## src/rtl/rmii_fcs_check.sv

```systemverilog
// rtl/rmii_fcs_check.sv - RMII receive framer with CRC-32 residue check and per-frame status.
// Optional FCS stripping via `RMII_FCS_STRIP_EN (4-byte delay line withholds the FCS).
module rmii_fcs_check #(
    parameter int MAX_LEN = 1522,
    parameter int LEN_W   = 11
) (
    input  logic             clk_i,
    input  logic             rst_i,
    input  logic             crs_dv_i,
    input  logic [1:0]       rxd_i,
    output logic [7:0]       data_o,
    output logic             valid_o,
    output logic             sof_o,
    output logic             frame_done_o,
    output logic             fcs_ok_o,
    output logic             align_err_o,
    output logic             long_err_o,
    output logic [LEN_W-1:0] len_o
);
    localparam logic [31:0] CRC_INIT    = 32'hFFFF_FFFF;
    localparam logic [31:0] CRC_RESIDUE = 32'hDEBB_20E3;

    typedef enum logic [1:0] {S_IDLE, S_PREAMBLE, S_DATA, S_DROP} state_t;

    state_t           r_state;
    logic             r_crs_dv_q;
    logic             r_seen01;
    logic             r_long;
    logic [31:0]      r_crc;
    logic [1:0]       r_phase;
    logic [5:0]       r_shift;
    logic [LEN_W-1:0] r_byte_cnt;

    logic [7:0]       w_byte;
    logic [31:0]      w_crc_next;
    logic [LEN_W-1:0] w_len;
    logic             w_len_ok;

    // Reflected CRC-32, wire order: rxd[0] then rxd[1].
    function automatic logic [31:0] crc_step(input logic [31:0] c, input logic [1:0] d);
        logic [31:0] n;
        n = c;
        for (int i = 0; i < 2; i++) begin
            if (n[0] ^ d[i])
                n = (n >> 1) ^ 32'hEDB8_8320;
            else
                n = n >> 1;
        end
        return n;
    endfunction

    assign w_byte     = {rxd_i, r_shift};
    assign w_crc_next = crc_step(r_crc, rxd_i);
    assign w_len_ok   = (r_byte_cnt >= LEN_W'(5));

`ifdef RMII_FCS_STRIP_EN
    logic [31:0] r_dl;
    assign w_len = (r_byte_cnt >= LEN_W'(4)) ? r_byte_cnt - LEN_W'(4) : '0;
`else
    assign w_len = r_byte_cnt;
`endif

    always_ff @(posedge clk_i) begin
        if (rst_i) begin
            r_state      <= S_IDLE;
            r_crs_dv_q   <= 1'b1;
            r_seen01     <= 1'b0;
            r_long       <= 1'b0;
            r_crc        <= CRC_INIT;
            r_phase      <= 2'd0;
            r_shift      <= '0;
            r_byte_cnt   <= '0;
            data_o       <= '0;
            valid_o      <= 1'b0;
            sof_o        <= 1'b0;
            frame_done_o <= 1'b0;
            fcs_ok_o     <= 1'b0;
            align_err_o  <= 1'b0;
            long_err_o   <= 1'b0;
            len_o        <= '0;
`ifdef RMII_FCS_STRIP_EN
            r_dl         <= '0;
`endif
        end else begin
            r_crs_dv_q   <= crs_dv_i;
            valid_o      <= 1'b0;
            sof_o        <= 1'b0;
            frame_done_o <= 1'b0;
            fcs_ok_o     <= 1'b0;
            align_err_o  <= 1'b0;
            long_err_o   <= 1'b0;
            len_o        <= '0;
            case (r_state)
                S_IDLE: begin
                    if (crs_dv_i && !r_crs_dv_q) begin
                        r_state  <= S_PREAMBLE;
                        r_seen01 <= (rxd_i == 2'b01);
                        r_long   <= 1'b0;
                    end
                end
                S_PREAMBLE: begin
                    if (!crs_dv_i) begin
                        r_state <= S_IDLE;
                    end else begin
                        case (rxd_i)
                            2'b00: ;
                            2'b01: r_seen01 <= 1'b1;
                            2'b11: begin
                                if (r_seen01) begin
                                    r_state    <= S_DATA;
                                    r_crc      <= CRC_INIT;
                                    r_phase    <= 2'd0;
                                    r_byte_cnt <= '0;
                                end else begin
                                    r_state <= S_DROP;
                                end
                            end
                            default: r_state <= S_DROP;
                        endcase
                    end
                end
                S_DATA: begin
                    if (!crs_dv_i) begin
                        r_state      <= S_IDLE;
                        frame_done_o <= 1'b1;
                        align_err_o  <= (r_phase != 2'd0);
                        fcs_ok_o     <= (r_crc == CRC_RESIDUE) && (r_phase == 2'd0) && w_len_ok;
                        len_o        <= w_len;
                    end else begin
                        r_crc   <= w_crc_next;
                        r_phase <= r_phase + 2'd1;
                        r_shift <= {rxd_i, r_shift[5:2]};
                        if (r_phase == 2'd3) begin
                            if (r_byte_cnt == LEN_W'(MAX_LEN)) begin
                                r_state    <= S_DROP;
                                r_long     <= 1'b1;
                                r_byte_cnt <= LEN_W'(MAX_LEN + 1);
                            end else begin
                                r_byte_cnt <= r_byte_cnt + LEN_W'(1);
`ifdef RMII_FCS_STRIP_EN
                                // A byte leaves only once four newer bytes exist behind it.
                                r_dl <= {r_dl[23:0], w_byte};
                                if (r_byte_cnt >= LEN_W'(4)) begin
                                    valid_o <= 1'b1;
                                    data_o  <= r_dl[31:24];
                                    sof_o   <= (r_byte_cnt == LEN_W'(4));
                                end
`else
                                valid_o <= 1'b1;
                                data_o  <= w_byte;
                                sof_o   <= (r_byte_cnt == '0);
`endif
                            end
                        end
                    end
                end
                S_DROP: begin
                    if (!crs_dv_i) begin
                        r_state <= S_IDLE;
                        if (r_long) begin
                            frame_done_o <= 1'b1;
                            long_err_o   <= 1'b1;
                            len_o        <= w_len;
                        end
                    end
                end
                default: r_state <= S_IDLE;
            endcase
        end
    end
endmodule

```

## config.mk

```make
export PLATFORM = sky130hd
export DESIGN_NAME = rmii_fcs_check
export DESIGN_NICKNAME = d
export VERILOG_FILES = /design/src/rtl/rmii_fcs_check.sv
export SDC_FILE = /design/constraint.sdc
export NUM_CORES = 1
export LEC_CHECK = 0
export CORE_ASPECT_RATIO = 0.9
export CORE_UTILIZATION = 30
export CTS_BUF_LIST = sky130_fd_sc_hd__clkbuf_4
export DETAILED_ROUTE_END_ITERATION = 6
export PLACE_DENSITY = 0.46
export SYNTH_ARGS = -nofsm -noshare
export SYNTH_HDL_FRONTEND = slang
export SYNTH_SLANG_ARGS = --single-unit
export TNS_END_PERCENT = 100
```

## constraint.sdc

```tcl
create_clock -name clk_i -period 1.6 [get_ports clk_i]
set_input_delay 0.32 -clock clk_i [delete_from_list [all_inputs] [get_ports clk_i]]
set_output_delay 0.32 -clock clk_i [all_outputs]
set_load 0.005 [all_outputs]
```

* Yosys cells after proc, flatten, opt, wreduce, memory -nomap -nowiden *
Index checks and enable logic that the tools add are counted.
W data, S select, Z words.

cells by class
  divide/modulo/power cells = 0
  multiply operators = 0
  muxes and demuxes = 46
  equality and inequality tests = 20
  shift operators = 0
  bitwise operators = 9
  $add $sub $neg = 2
  reduce and logical (&&, ||, !) cells = 24
  magnitude comparators = 1

operators by type and width
  cell                     number
  $mux W32                 6
  $mux W11                 9
  $pmux W32 S2             1
  $pmux W11 S2             2
  $eq A32 B32 Y1 const B   1
  $not A13 Y14             2
  $mux W2                  10
  $ne A2 B2 Y1 const B     9
  $reduce_and A5 Y1        3
  $mux W1                  12
  $add A11 B1 Y11 const B  1
  $eq A11 B11 Y1 const B   1
  $ge A11 B3 Y1 const B    1
  $logic_not A11 Y1        1
  $ne A3 B3 Y1 const B     3
  $eq A2 B2 Y1 const B     4
  $pmux W2 S2              2
  $pmux W2 S4              1
  $reduce_and A4 Y1        2
  $reduce_bool A2 Y1       4
  $logic_not A2 Y1         3
  $pmux W1 S2              3
  $reduce_and A6 Y1        1
  $not A1 Y1               5
  other kinds (10)         15

storage, ports and cells
  memory bits (read-only) = 0
  input bits = 5
  memories kept = 0
  bits in latches = 0
  register bits = 81
  memory bits (writable) = 0
  logic and storage cells = 118
  output and inout port bits = 25

* Depth between registers and ports, before layout *
  depth in word-level cells = 6
  gate-level depth with buffers = 7

* Least setup slack after synthesis *
No wires, ideal clock.

  kind = register -> register
  start = reg r_phase[0]
  end = reg fcs_ok_o
  library setup time = 0.115 ns
  path slack = 0.120 ns
  cell stages (with the launch flop) = 6
  arrival time = 1.366 ns
  cells stage by stage = dfxtp_1 > inv_1 > ha_1 > nand4b_1 > or4_1 > a2111oi_0

between the ends
  word-level cells in the longest chain between the ends = 3

RTL lines
  element                            line  source
  start: declaration                 30    logic [1:0] r_phase;
  start signal: assignment           131   r_phase <= r_phase + 2'd1;
  $logic_not A2 Y1                   127   fcs_ok_o <= (r_crc == CRC_RESIDUE) && (r_phase == 2'd0) && w_len_ok;
  $logic_and A1 B1 Y1 (2 in series)  127
  end signal: assignment             127
  end: declaration                   15    output logic fcs_ok_o,

Every way passes these cells.
A chain may end at the register's enable or synchronous reset.

* Worst setup path in the final report *
Same ends and word-level chain as after synthesis.

==> results.tsv <==
metric	value	unit
outcome	completed	
cell_area_reported_after_detailed_placement	4420	um2
postLayoutCellArea	4630	um2
fmaxAchievable	0.646	GHz
max_rail_drop_vdd	456	uV
cts.clk_slew.worst_paths	0.14	ns
detail_route.iter0.violations	206	
synth.net_count	412	
finalCoreUtilization	0.403	
io_buffer_count	29	
tritoncts	yes	
final_hold_viol_count	0	
num-nets-final	482	
final_setup_slack_of_the_worst_path	0.0510	ns
filler_cell_count	1190	
drc	0	
cellPowerDensity	742	nW/um2
timing.critical_path.required	1.92	ns
synth.ff_latch_count	81	
total_power	3.44	mW
netlist_area	3540	um2
synth_seq_area_share	0.458	
route.vias.total	3111	
initial_utilization	0.308	
die_height	105	um
maximum_number_of_pins_on_one_net_before_global_route_repair	30	
setup-tns-final	0	ns
totalWireLength	9.18	mm
antenna_left	0	
synth-edff-count	0	
seq_area	1640	um2
grt_remaining_overflow	0	
period_needed	1.55	ns
power.internal	2.60	mW
rows	37	
syn_inst	401	
maxCapViolCount	0	
clkSinkCount	81	
dpl_ws	-0.518	ns
reg2reg_to	fcs_ok_o	
drt_pass1_iterations	6	
power.share.combinational	0.068	
slew_viol_final	0	
rr_worst_depth	5	
min-delay-path-class	input port to flop	
multiInputGateArea	1830	um2
dieArea	12200	um2
power_frac_clock	0.342	
timing.critical_path.arrival	1.87	ns
yosysWarningCount	0	
floorplan.io_pins	30	
synth_cell_types	43	
max-clock-path-buffers	2	
gp_routability_congestion	0.783	
slack_of_the_worst_reg_to_reg_path	0.05	ns
synthArstFlopShare	0	
hp-start	rst_i	
grt_util_all_layers	0.160	
switching_fraction	0.244	
fin_crit_sh	0.968	
width_of_the_die	117	um
global_route_wire_length_before_repair	14.9	mm
synthFlopType	sky130_fd_sc_hd__dfxtp_1	
drive_above_1_share	0.217	
worstMarginPinSlew	0.444	ns
cts_max_level	3	
p_seq_frac	0.591	
path_max_fanout	2	
number_of_global_route_vias_before_repair	2850	
routedWlPerCell	14.5	um
grt_antenna_before_repair	1	
detailedPlacementHpwl	6.44	mm
clock_latency_on_the_worst_skew_pair	0.44	ns
area_growth	30.8	%
clock_skew	0.0238	ns
endpoint_type_of_the_worst_setup_path	flop	
post_drt_via_cell_ratio	4.91	
power_switching	838	uW
max-slew-margin-rel	0.703	
finalSetupViolCount	0	
grt_setup_unrepaired	yes	
whs_path_depth	2	
power.leakage	1.88	nW
setup.worst_path.start_class	flop	
crit_type	flop to flop	
hold_end	r_shift[1]	
avgSynthCellArea	8.83	um2
core	11500	um2
r2r_start	r_phase[0]	
cts.root.buffer_cell	sky130_fd_sc_hd__clkbuf_4	
numCtsBuffers	9	
[through the flow]
step | hold WS [ns] | instances
2_1_floorplan | 0.423 | 401
3_3_place_gp | 0.447 | 615
3_5_place_dp | 0.451 | 615
4_1_cts | 0.239 | 629
5_1_grt | 0.241 | 633
6_report | 0.276 | 633
[state kept, by name (all words and copies together) (netlist names), 2 cells and up]
register and count:
data_o 8, len_o 11, r_crc 32, r_byte_cnt 11, r_state 2, r_shift 6, r_phase 2
[critical path, stage by stage, from the launching register on]
cell and delay, ns:
sky130_fd_sc_hd__dfxtp_2 0.34, sky130_fd_sc_hd__inv_1 0.08, sky130_fd_sc_hd__ha_4 0.13, sky130_fd_sc_hd__nand4b_1 0.16, sky130_fd_sc_hd__or4_4 0.53, sky130_fd_sc_hd__a2111oi_4 0.19
[layer usage]
metal,part of all wire,global-route usage
met1,0.54,0.240
met2,0.42,0.219
met3,0.034,0.0389
met4,0.0089,0.0504
met5,0,0
[power by group through the flow]
stage               combinational [mW]  sequential (mW)  clock [mW]
floorplan                        0.131             2.07           0
global placement                 0.231             2.08           0
finish                           0.232             2.03        1.18
CTS                              0.232             2.03        1.22
global route                     0.250             2.03        1.28
detailed placement               0.231             2.08           0
[timing repair]
item | CTS | global route
pin swaps | 2 | 6
hold buffers | 0 | 0
setup endpoints to repair | 31 | 36
resized for setup | 34 | 22
buffers inserted | 0 | 1
[cell usage after synthesis (3+ instances only)]
master / n / share of area
sky130_fd_sc_hd__dfxtp_1: 81 / 0.46
sky130_fd_sc_hd__a21oi_1: 52 / 0.074
sky130_fd_sc_hd__nor2_1: 35 / 0.037
sky130_fd_sc_hd__nand2_1: 23 / 0.024
sky130_fd_sc_hd__clkbuf_1: 20 / 0.021
sky130_fd_sc_hd__o21ai_0: 20 / 0.028
sky130_fd_sc_hd__xnor2_1: 19 / 0.047
sky130_fd_sc_hd__nand3_1: 17 / 0.024
sky130_fd_sc_hd__nor4_1: 15 / 0.027
sky130_fd_sc_hd__and2_1: 13 / 0.023
sky130_fd_sc_hd__nand4b_1: 9 / 0.022
sky130_fd_sc_hd__and3_1: 7 / 0.012
sky130_fd_sc_hd__buf_2: 7 / 0.0099
sky130_fd_sc_hd__inv_1: 7 / 0.0074
sky130_fd_sc_hd__o31a_1: 7 / 0.017
sky130_fd_sc_hd__ha_1: 6 / 0.021
sky130_fd_sc_hd__nand2b_1: 6 / 0.011
sky130_fd_sc_hd__o22a_1: 6 / 0.015
sky130_fd_sc_hd__nand4_1: 5 / 0.0088
sky130_fd_sc_hd__nor3_1: 5 / 0.0071
sky130_fd_sc_hd__nor4b_1: 4 / 0.0099
sky130_fd_sc_hd__and4_1: 3 / 0.0074
sky130_fd_sc_hd__o31ai_1: 3 / 0.0064
sky130_fd_sc_hd__or4_1: 3 / 0.0064
sky130_fd_sc_hd__xnor2_4: 3 / 0.023
[cell usage in the layout (no fill, tap or decap), types with 3 or more instances in the layout]
cell,n
sky130_fd_sc_hd__clkdlybuf4s50_1,3
sky130_fd_sc_hd__dlygate4sd2_1,18
sky130_fd_sc_hd__xnor2_1,19
sky130_fd_sc_hd__dfxtp_1,66
sky130_fd_sc_hd__xnor2_4,3
sky130_fd_sc_hd__nand3_1,17
sky130_fd_sc_hd__ha_1,4
sky130_fd_sc_hd__buf_4,53
sky130_fd_sc_hd__o22a_1,6
sky130_fd_sc_hd__o31a_1,7
sky130_fd_sc_hd__nor4_1,15
sky130_fd_sc_hd__nor2_2,3
sky130_fd_sc_hd__o31ai_1,3
sky130_fd_sc_hd__and2_1,13
sky130_fd_sc_hd__dfxtp_2,15
sky130_fd_sc_hd__and3_1,7
sky130_fd_sc_hd__o21ai_0,18
sky130_fd_sc_hd__dlymetal6s2s_1,7
sky130_fd_sc_hd__and4_1,3
sky130_fd_sc_hd__diode_2,3
sky130_fd_sc_hd__nand4_1,5
sky130_fd_sc_hd__nand2b_1,6
sky130_fd_sc_hd__clkbuf_4,10
sky130_fd_sc_hd__inv_1,6
sky130_fd_sc_hd__nand2_1,23
sky130_fd_sc_hd__a21oi_1,52
sky130_fd_sc_hd__nor3_1,5
sky130_fd_sc_hd__nand4b_1,9
sky130_fd_sc_hd__nor2_1,32
sky130_fd_sc_hd__nor4b_1,3
sky130_fd_sc_hd__buf_12,6
[layout make-up]
type                            count  area share
Tap cell                          156      0.0422
Antenna cell                        3     0.00162
Inverter                            8     0.00648
Clock inverter                      4      0.0100
Sequential cell                    81       0.354
Multi-Input combinational cell    282       0.394
Clock buffer                       10      0.0162
Timing Repair Buffer               89       0.175
[cell families (layout without fill, tap and decap cells)]
family	Yosys count	in the layout	synth area share
flip-flops	81	81	0.458
AND/OR/NAND/NOR	155	155	0.242
adder cells (fa/ha/maj)	6	6	0.0212
buffers and inverters	38	111	0.0431
XOR/XNOR	22	22	0.0703
AO/OA/AOI/OAI	98	98	0.162
multiplexers	1	1	0.00283
other	0	3	0
[worst max-delay path by stage]
| stage | endpoint | slack [ns] | startpoint | cells past startpoint |
|---|---|---|---|---|
| after floorplan | fcs_ok_o | 0.12 | r_phase[0] | 5 |
| after global placement | len_o[10] | -0.52 | crs_dv_i | 7 |
| after detailed placement | len_o[10] | -0.52 | crs_dv_i | 7 |
| after CTS | fcs_ok_o | -0.005 | r_phase[1] | 5 |
| after global routing | fcs_ok_o | -0.03 | r_phase[1] | 5 |
| final | fcs_ok_o | 0.05 | r_phase[0] | 5 |
Note: power is estimated with default switching activity, not from simulation.
==> edit, RTL diff (config.mk and constraints unchanged) <==
Encoding of `state_t`: now one-hot (4 bits for 4 states).
--- a/src/rtl/rmii_fcs_check.sv
+++ b/src/rtl/rmii_fcs_check.sv
@@ -21,5 +21,5 @@
     localparam logic [31:0] CRC_RESIDUE = 32'hDEBB_20E3;
 
-    typedef enum logic [1:0] {S_IDLE, S_PREAMBLE, S_DATA, S_DROP} state_t;
+    typedef enum logic [3:0] {S_IDLE = 4'b0001, S_PREAMBLE = 4'b0010, S_DATA = 4'b0100, S_DROP = 4'b1000} state_t;
 
     state_t           r_state;
Function: no difference found for any inputs over 4 cycles, from zero or initial values and one cycle with rst_i high; so few cycles prove little.
==> edit against the unedited design <==
  * The run now ends with negative setup slack left
  * Routed wire length rose by 13%
  * Critical endpoint is now r_byte_cnt[9]
  * Clock skew fell by 0.011 ns
  * Sequential cell count rose by 2
  * First-iteration DRC count fell by 17%
  * Synthesized area rose by 6.1%
  * Sequential share of layout area fell by 4.8 points
  * Largest cell class unchanged
  * Non-clock buffer count rose by 49
  * Final area rose by 19%
  * Setup slack got worse by 0.32 ns
Power is not compared: it rests on default switching activity, and its combinational part moved more than twofold at a synthesized area within 25%.
==> edit: results (changes against the unedited design) <==
{| class="wikitable"
! Metric !! Value
|-
| Number of iterations in the first detailed-routing pass || 4 (-2)
|-
| Unique masters post-synth || 55 (+28%)
|-
| Mapped Nets || 438 (+6.3%)
|-
| Violated checks || negative setup slack
|-
| RD Place Congestion || 0.803 (+2.5%)
|-
| Pin count of the biggest net entering global routing || 52 (+73%)
|-
| Global-route wire length before repair || 16,600 um (+11%)
|-
| # setup viols final || 61 (+61)
|-
| Number of instances in the synthesized netlist || 427 (+6.5%)
|-
| Top post-synthesis cells by area || sky130_fd_sc_hd__dfxtp_1, sky130_fd_sc_hd__xnor2_1, sky130_fd_sc_hd__a21oi_1
|-
| Endpoint of the worst hold path || r_long
|-
| Cell chosen for the clock root || sky130_fd_sc_hd__clkbuf_4
|-
| Run status || finished, violations left
|-
| Via count of the first global-routing pass || 3,265 (+15%)
|-
| CP max FO || 6 (+4)
|-
| List of most frequent post-synthesis cells || sky130_fd_sc_hd__dfxtp_1, sky130_fd_sc_hd__nand2_1, sky130_fd_sc_hd__a21oi_1
|-
| Cell area after placement || 4850 um^2 (+9.9%)
|-
| Wire length reported by the detailed router || 10,400 um (+13%)
|-
| Least setup slack across all paths after layout || -0.274 ns (-0.325 ns)
|-
| Final layout net count || 560 (+16%)
|-
| Setup Skew || 0.0128 ns (-0.0110 ns)
|-
| Slew margin rel. || 0.623 (-0.0801)
|-
| Number of vias in the routed layout || 3,458 (+11%)
|-
| Worst Reg2Reg Path Length in Cells || 7 (+2)
|-
| Kind of cell with the highest combined delay on the critical path || simple AND/OR/NAND/NOR gates
|-
| Iter 0 DRT Violations || 170 (-17%)
|-
| Largest stage delay on the critical path || 0.61 ns (+0.08 ns)
|-
| Number of fill cells || 1,197 (+0.59%)
|-
| Worst reg2reg path endpoint || r_byte_cnt[9]
|-
| Share of final-layout standard cells stronger than drive strength 1 || 0.347 (+0.130)
|-
| Number of buffers created by CTS || 9 (unchanged)
|-
| Origin of the worst setup path || r_state[1]
|-
| Worst Hold Depth || 3 (+1)
|-
| Number of placed instances with taps included || 677 (+10%)
|-
| Number of vias per cell || 4.84 (-1.5%)
|-
| Number of antenna violations at the first check in global routing || 0 (-1)
|-
| Part of the Yosys area used for sequential elements || 0.443 (-0.0156)
|-
| Slowest cell on crit path || sky130_fd_sc_hd__or4b_4
|-
| Data arrival time of the critical path || 2.23 ns (+0.36 ns)
|-
| Total track usage || 0.167 (+0.00711)
|}
-- edit: power by group --
group | total (uW) | internal (uW) | switching [uW]
clock network | 1400 | 630 | 770
logic | 1240 | 622 | 621
registers | 2200 | 2140 | 60.3
total | 4850 | 3400 | 1450
-- edit: worst max-delay path by stage --
stage | cells after the start | slack, ns | end
floorplan | 5 | -0.16 | r_byte_cnt[2]
global placement | 6 | -0.50 | r_byte_cnt[3]
detailed placement | 6 | -0.49 | r_byte_cnt[3]
CTS | 5 | -0.25 | r_byte_cnt[3]
global route | 7 | -0.35 | r_byte_cnt[9]
finish | 7 | -0.27 | r_byte_cnt[9]
-- edit: through the flow --
stage	utilization	TNS, ns	power, uW	hold WS [ns]	setup slack (ns)
final	0.453	-10.15	4850	0.335	-0.274
after global routing	0.453	-15.78	5080	0.307	-0.354
after CTS	0.428	-10.23	4720	0.302	-0.255
after detailed placement	0.400	-26.14	3220	0.446	-0.495
after global placement	0.400	-26.53	3220	0.444	-0.499
after floorplan	-	-1.55	2830	0.432	-0.159
-- edit: cells by family after synthesis --
logic type	synth area share
AND/OR/NAND/NOR	0.274
AO/OA/AOI/OAI	0.157
flip-flops	0.443
buffers and inverters	0.0360
XOR/XNOR	0.0656
adder cells (fa/ha/maj)	0.0200
multiplexers	0.00533
-- edit: routing by layer --
metal / vias up / share of wire / GRT usage
li1: 1746 / - / -
met1: 1645 / 0.49 / 0.221
met5: - / 0 / 0
met4: 0 / 0.011 / 0.0491
met2: 58 / 0.46 / 0.266
met3: 9 / 0.039 / 0.0427
-- edit: tightest hold or removal path: stages --
cell and delay, ns:
sky130_fd_sc_hd__buf_2 0.14, sky130_fd_sc_hd__buf_12 0.24, sky130_fd_sc_hd__a211oi_2 0.05
-- edit: cell type report --
| class | count | area, um^2 | area share |
|---|---|---|---|
| Timing Repair Buffer | 138 | 1200 | 0.219 |
| Clock buffer | 9 | 67.6 | 0.0123 |
| Inverter | 7 | 26.3 | 0.00478 |
| Antenna cell | 1 | 2.50 | 0.000455 |
| Tap cell | 160 | 200 | 0.0364 |
| Multi-Input combinational cell | 310 | 2220 | 0.405 |
| Clock inverter | 6 | 90.1 | 0.0164 |
| Sequential cell | 83 | 1680 | 0.306 |
-- edit: what timing repair did --
action                                  4_1_cts  5_1_grt
pin swaps                                    13       14
gates cloned                                  1        2
endpoints found under the setup margin       86       77
setup buffers                                 8       12
gates resized for setup                      69       50
